===== config.mk =====
export PLATFORM = sky130hd
export DESIGN_NAME = regfile_ctrl
export DESIGN_NICKNAME = d
export VERILOG_FILES = /design/src/rtl/regfile_ctrl.sv
export SDC_FILE = /design/constraint.sdc
export NUM_CORES = 1
export LEC_CHECK = 0
export BUFFER_PORTS_ARGS = -buffer_cell sky130_fd_sc_hd__clkbuf_2
export CAP_MARGIN = 0
export CORE_MARGIN = 4
export CORE_UTILIZATION = 36
export DETAILED_ROUTE_END_ITERATION = 7
export PLACE_DENSITY = 0.86
export SYNTH_ARGS = -nofsm -noshare
export SYNTH_HDL_FRONTEND = slang
export SYNTH_SLANG_ARGS = --single-unit

===== constraint.sdc =====
create_clock -name clk -period 1.56 [get_ports clk]
set_input_delay 0.234 -clock clk [delete_from_list [all_inputs] [get_ports clk]]
set_output_delay 0.234 -clock clk [all_outputs]
set_load 0.01 [all_outputs]

===== src/rtl/regfile_ctrl.sv =====
// Register-file port arbiter: passes datapath traffic through, runs snapshot
// store/restore sequences and slots single-cycle debug accesses in between.
module regfile_ctrl #(
  parameter int SR_CYCLES    = 1,
  parameter int STARVE_LIMIT = 8
) (
  input  logic        clk,
  input  logic        reset,
  input  logic        cpu_we,
  input  logic [4:0]  cpu_waddr,
  input  logic [31:0] cpu_wdata,
  input  logic [4:0]  cpu_raddr2,
  input  logic        ctx_save,
  input  logic        ctx_restore,
  input  logic        dbg_req,
  input  logic        dbg_we,
  input  logic [4:0]  dbg_addr,
  input  logic [31:0] dbg_wdata,
  input  logic [31:0] rf_rdata2,
  output logic        rf_we3,
  output logic [4:0]  rf_address3,
  output logic [31:0] rf_wdata3,
  output logic [4:0]  rf_address2,
  output logic [1:0]  rf_sr,
  output logic        ctx_busy,
  output logic        ctx_valid,
  output logic        ctx_err,
  output logic        dbg_gnt,
  output logic        dbg_done,
  output logic [31:0] dbg_rdata
);

  typedef enum logic [2:0] {IDLE, SAVE, RESTORE, HOLD, DBG, ACK} state_t;

  localparam logic [3:0] SR_LAST    = 4'(SR_CYCLES - 1);
  localparam logic [7:0] STARVE_MAX = 8'(STARVE_LIMIT);

  state_t      state, state_n;
  logic [3:0]  sr_cnt;
  logic [7:0]  starve;
  logic        save_pend, rest_pend, arm;
  logic        eff_save, eff_rest, armed, is_idle, in_sr, err_n;

  assign eff_save = ctx_save | save_pend;
  assign eff_rest = ctx_restore | rest_pend;
  assign armed    = arm & dbg_req;
  assign is_idle  = (state == IDLE);
  assign in_sr    = (state == SAVE) || (state == RESTORE);

  always_comb begin
    state_n = state;
    err_n   = 1'b0;
    case (state)
      IDLE: begin
        if (eff_save)
          state_n = SAVE;
        else if (eff_rest) begin
          if (ctx_valid) state_n = RESTORE;
          else           err_n   = 1'b1;
        end
        else if (armed && !cpu_we)
          state_n = DBG;
        else if (armed && starve == STARVE_MAX)
          state_n = HOLD;
      end
      SAVE, RESTORE: if (sr_cnt == SR_LAST) state_n = IDLE;
      HOLD:          state_n = DBG;
      DBG:           state_n = ACK;
      ACK:           state_n = IDLE;
      default:       state_n = IDLE;
    endcase
  end

  // Port muxing: datapath owns the ports in IDLE, debug owns them in DBG.
  always_comb begin
    rf_we3      = 1'b0;
    rf_address3 = cpu_waddr;
    rf_wdata3   = cpu_wdata;
    rf_address2 = cpu_raddr2;
    if (is_idle)
      rf_we3 = cpu_we;
    else if (state == DBG) begin
      rf_we3      = dbg_we;
      rf_address3 = dbg_addr;
      rf_wdata3   = dbg_wdata;
      rf_address2 = dbg_addr;
    end
    if (reset) rf_we3 = 1'b0;
  end

  assign rf_sr    = (state == SAVE) ? 2'd1 : (state == RESTORE) ? 2'd3 : 2'd0;
  assign ctx_busy = in_sr || (state == HOLD) || (state == DBG);
  assign dbg_gnt  = (state == DBG);
  assign dbg_done = (state == ACK);

  always_ff @(posedge clk) begin
    if (reset) begin
      state     <= IDLE;
      sr_cnt    <= '0;
      starve    <= '0;
      save_pend <= 1'b0;
      rest_pend <= 1'b0;
      arm       <= 1'b0;
      ctx_valid <= 1'b0;
      ctx_err   <= 1'b0;
      dbg_rdata <= '0;
    end else begin
      state   <= state_n;
      ctx_err <= err_n;
      sr_cnt  <= (in_sr && state_n == state) ? sr_cnt + 4'd1 : 4'd0;

      if (in_sr && state_n == IDLE)
        ctx_valid <= (state == SAVE);

      // A save always consumes a same-cycle restore silently.
      if (is_idle) begin
        if (eff_save) begin
          save_pend <= 1'b0;
          rest_pend <= 1'b0;
        end else if (eff_rest)
          rest_pend <= 1'b0;
      end else begin
        save_pend <= save_pend | ctx_save;
        rest_pend <= rest_pend | ctx_restore;
      end

      if (state == ACK)  arm <= 1'b0;
      else if (!dbg_req) arm <= 1'b1;

      if (state_n == DBG)
        starve <= '0;
      else if (is_idle && armed && state_n != HOLD && starve != STARVE_MAX)
        starve <= starve + 8'd1;

      if (state == DBG) dbg_rdata <= rf_rdata2;
    end
  end

endmodule


Word level (Yosys, flattened, before mapping)
Index checks and enable logic that the tools add are counted.

Add/sub/neg operators: 2. $mul: 0. Div/mod/pow operators: 0. Magnitude comparators: 0. Eq/ne operators: 12. Shift-type cells: 0. Multiplexer cells: 24. Bitwise operators: 6. Reduce and logical (&&, ||, !) cells: 19.

Operators with widths (number): 32-bit two-way mux (2); 5-bit two-way mux (4); 3-bit two-way mux (6); 3-bit case mux with 4 select lines (1); 3-bit equality test (second input constant) (3); 1-bit two-way mux (9); 8-bit by 1-bit adder with 8-bit output (second input constant) (1); 8-bit by 4-bit equality test with 1-bit output (second input constant) (1); 8-bit by 4-bit inequality test with 1-bit output (second input constant) (1); 2-bit OR reduction (4); 1-bit logical AND (7); 3-bit by 2-bit equality test with 1-bit output (second input constant) (2); 3-bit logical NOT (2); 4-bit by 1-bit adder with 4-bit output (second input constant) (1); 4-bit logical NOT (1); 2-bit two-way mux (2); 4-bit OR reduction (1); 3-bit by 1-bit equality test with 1-bit output (second input constant) (1); 3-bit equality test (1); 1-bit logical OR (3); 3-bit by 2-bit inequality test with 1-bit output (second input constant) (1); 3-bit inequality test (second input constant) (1); 1-bit inverter (3); 2-bit inequality test (second input constant) (1); 3 further kinds (4).

Bits in registers: 52. Latch bits: 0. Memory bits (writable): 0. Bits in read-only memories: 0. Output and inout bits: 82. Memories kept: 0.

Depth between registers and ports, before layout
Depth after elaboration: 11. Mapped depth: 7. Depth with buffers taken out: 6.

Least setup slack after synthesis
No wires, ideal clock.

Path type: register to output. From: register state[2]. To: output port rf_wdata3[10]. Arrival time: 1.344 ns. Data required time: 1.326 ns. Slack: -0.018 ns. Stages on the path, launching flop included: 7. Path buffers: 2. Path through: dfxtp_1 clkbuf_1 nand2_1 inv_2 clkbuf_1 nand2_1 nand2_1.

Cells in the longest elaborated chain, start to end: 3. Elaborated cells between the ends (all ways): 4.

Ends and longest elaborated chain: start, declared (line 38) `state_t state, state_n;`; start signal, assigned (line 108) `state <= state_n;`; 3-bit equality test (line 82) `else if (state == DBG) begin`; 32-bit two-way mux (line 82); 32-bit two-way mux * (line 80) `if (is_idle)`; end, declared (line 22) `output logic [31:0] rf_wdata3,`.

Every way passes the cells marked *; elsewhere a longest branch is shown, timed or not.

Worst setup path after layout
From: register state[0]. To: output port rf_wdata3[4].

Same word-level chain as after synthesis.

==> metrics.txt <==
status=complete, but fails checks; failing checks=setup timing; buffers added on ports=roughly 200; Final setup viols=50; first-pass GRT wire length=between 10000 and 15000 µm; CP endpoint kind=primary output; YS warnings=0; Reg clk slew, reported paths=roughly 0.10 ns; # nets final=726; worst slew pin tran=between 0.3 and 0.4 ns; largest family of logic cells by synthesized area=simple AND/OR/NAND/NOR gates; CP arrival=around 1.5 ns; largest net degree at the start of global routing=60; area grow syn2layout=71.1%; FF-to-FF End=ctx_valid$_SDFFE_PP0P_; DR pass1 iterations=4; max_cap viols=0; largest area contributor in the netlist=dfxtp_1; CP Max Fanout=29; clk_skew=0.0132 ns; clock sink count=52; Die Wd=just over 90 µm; fin crit share=109%; worst flop-to-flop path startpoint=state[0]$_SDFF_PP0_; Initial Util=about 38%; sequential-to-total area share from yosys stat=between 30% and 40%; Pwr Total=~0.0028 W; routability cong.=0.874; post-synth top area share=about two fifths; Switching Share=26.6%; count leader, synth=nand2_1; sequential cell fraction of total power=between 40% and 50%; Synth Net Count=approximately 510; relative slew slack=about 75%; Syn Inst Count=just under 400; Clock power frac=29.0%; grt ovf=0; Iteration-0 DRC Markers=121; WL final=roughly 11000 µm; Num CTS Buffers=5; vias in the first global route=3238; max-slew violations=0; fraction of the mapped netlist area in simple logic gates=39.8%; Max Clk Rate=just under 600 MHz; final instance area=around 4500 µm²; Clock H-tree levels=2; worst vdd ir=0.507 mV; share of cells above drive strength 1=just under 50%; syn avg cell area=slightly below 7 µm²; num rows=30; EDFF count, synth=0; P_int=a little over 0.002 W; full die area=8670 µm²; via count=3438; XOR/XNOR Fraction of Synth Area=about 3.0%; die height=93.1 µm; asr flop ratio synth=0%; critical path class=flip-flop to primary output; Final Non-Filler Cells=700; DP Area=around 3800 µm²; vias per cell=between 4 and 5; later-pin clock latency in the skew report=~0.30 ns; flip-flop and latch count after synthesis=52; Psw=about 0.00075 W; Synth Cell Area=about 2600 µm²; Reg2Reg Depth=7; combinational share of power=about 23%; Final Worst Setup Slack=-0.141 ns; leak pwr=about 2.3 nW; largest cells by area after synthesis=dfxtp_1 40%, nand2_1 28%, a21oi_1 6.5%; Synth Area in Compound Gates=about a tenth; top-level I/O count=200; Longest Clk Path Bufs=2; initial antenna violation count=0; most used flip-flop cell after synthesis=dfxtp_1; Critical Path Start=state[0]$_SDFF_PP0_; Clock Tree Root=clkbuf_8; # placed instances=677; CTS tree=done; Hold Path Class=input pin to flip-flop; Req. time, crit path=1.33 ns; gr usage total=between 20% and 30%; mux cell area share after synthesis=less than 1%; wire length per cell=about 15 µm; adder-cell area share of the yosys netlist=~1.9%; Power Dens Cells=approximately 630 nW/µm²; ANT cells=0; core area=just under 7000 µm²; Worst Setup Start Kind=flip-flop; fin crit period=approximately 1.7 ns; DP Wirelength=about 7600 µm; CP Capture Point=rf_wdata3[4]; final hold vios=0; RSZ-0062 raised after global routing=true; number of routed nets with antenna violations=0; Netlist cell types=40; r2r setup slk=-0.03 ns; Post-route DRC=0; most frequent cells after synthesis=194 x nand2_1, 52 x dfxtp_1, 34 x a21oi_1
[per-stage QoR]
step	hold slack [ns]	setup WS (ns)	util [%]	setup TNS, ns
floorplan	0.370	0.00793	-	0
global placement	0.440	0.0189	54.6	0
detailed placement	0.445	-0.0290	54.6	-0.266
CTS	0.138	-0.113	58.3	-3.20
global route	0.132	-0.212	64.6	-8.16
finish	0.139	-0.141	64.6	-4.85
[final cells by class]
cell class / count / area [µm²]
multi-input cells: 305 / 1620
inverters: 7 / 38.8
clock buffers: 7 / 96.3
well taps: 96 / 120
repair buffers: 233 / 1530
fillers: 604 / 2440
flip-flops and latches: 52 / 1050
[sequential cells by signal, summed over array words and instances (netlist names)]
register	cells
ctx_err	1
rest_pend	1
arm	1
state	3
sr_cnt	4
starve	8
save_pend	1
dbg_rdata	32
ctx_valid	1
[logic make-up (layout without fill, tap and decap cells)]
kind of cell / after synthesis / in the layout
AND/OR/NAND/NOR: 247 / 247
XOR/XNOR: 9 / 9
adder cells (fa/ha/maj): 4 / 4
AO/OA/AOI/OAI: 43 / 43
multiplexers: 2 / 2
flip-flops: 52 / 52
buffers and inverters: 30 / 247
[worst max-delay path: stages, from the launching register on]
cell	delay [ns]
dfxtp_4	0.37
nor2_4	0.15
nand2_4	0.13
clkbuf_16	0.22
nand2_1	0.10
nand2_1	0.06
buf_2	0.13
[repair_timing]
| action | 4_1_cts | 5_1_grt |
|---|---|---|
| hold buffers | 0 | 0 |
| endpoints found under the setup margin | 44 | 57 |
| setup buffers | 3 | 10 |
| resized for setup | 20 | 118 |
| cloned | 2 | 4 |
| pin swaps | 6 | 26 |
[worst min-delay path by stage]
stage | start | endpoint | cells after the start
floorplan | rf_rdata2[0] | dbg_rdata[0]$_SDFFE_PP0P_ | 2
global placement | dbg_rdata[8]$_SDFFE_PP0P_ | dbg_rdata[8]$_SDFFE_PP0P_ | 2
detailed placement | dbg_rdata[3]$_SDFFE_PP0P_ | dbg_rdata[3]$_SDFFE_PP0P_ | 2
CTS | rf_rdata2[0] | dbg_rdata[0]$_SDFFE_PP0P_ | 3
global route | rf_rdata2[0] | dbg_rdata[0]$_SDFFE_PP0P_ | 3
finish | rf_rdata2[0] | dbg_rdata[0]$_SDFFE_PP0P_ | 3
[power by group through the flow]
stage / registers, W / clock network, W / logic (W)
finish: 0.00136 / 0.000820 / 0.000649
global route: 0.00136 / 0.000894 / 0.000698
floorplan: 0.00140 / 0 / 0.000212
CTS: 0.00136 / 0.000836 / 0.000536
global placement: 0.00139 / 0 / 0.000510
detailed placement: 0.00139 / 0 / 0.000518
[placed cells by master, fill, tap and decap left out, types with 2 or more instances in the layout]
master / n
ha_1: 4
buf_12: 5
buf_2: 30
xor2_1: 4
xnor2_1: 5
mux2i_1: 2
buf_4: 20
clkbuf_8: 7
inv_1: 6
a21oi_1: 34
nand3_1: 3
buf_6: 20
nand2_4: 4
and3_1: 3
nor2_1: 15
nand2_1: 164
nand4_1: 4
clkbuf_2: 152
nor4_2: 3
dfxtp_4: 3
nor3_1: 5
nand2_2: 26
dfxtp_1: 48
clkbuf_16: 4
[metal layers]
| layer | share of wire, % | vias up | global-route usage (%) |
|---|---|---|---|
| met5 | 0 | - | 0 |
| met4 | 2.1 | 0 | 5.25 |
| met3 | 8.5 | 20 | 5.39 |
| met2 | 54 | 169 | 40.1 |
| met1 | 36 | 1577 | 22.7 |
| li1 | - | 1672 | - |
No activity file was read; power rests on OpenSTA's default activity.
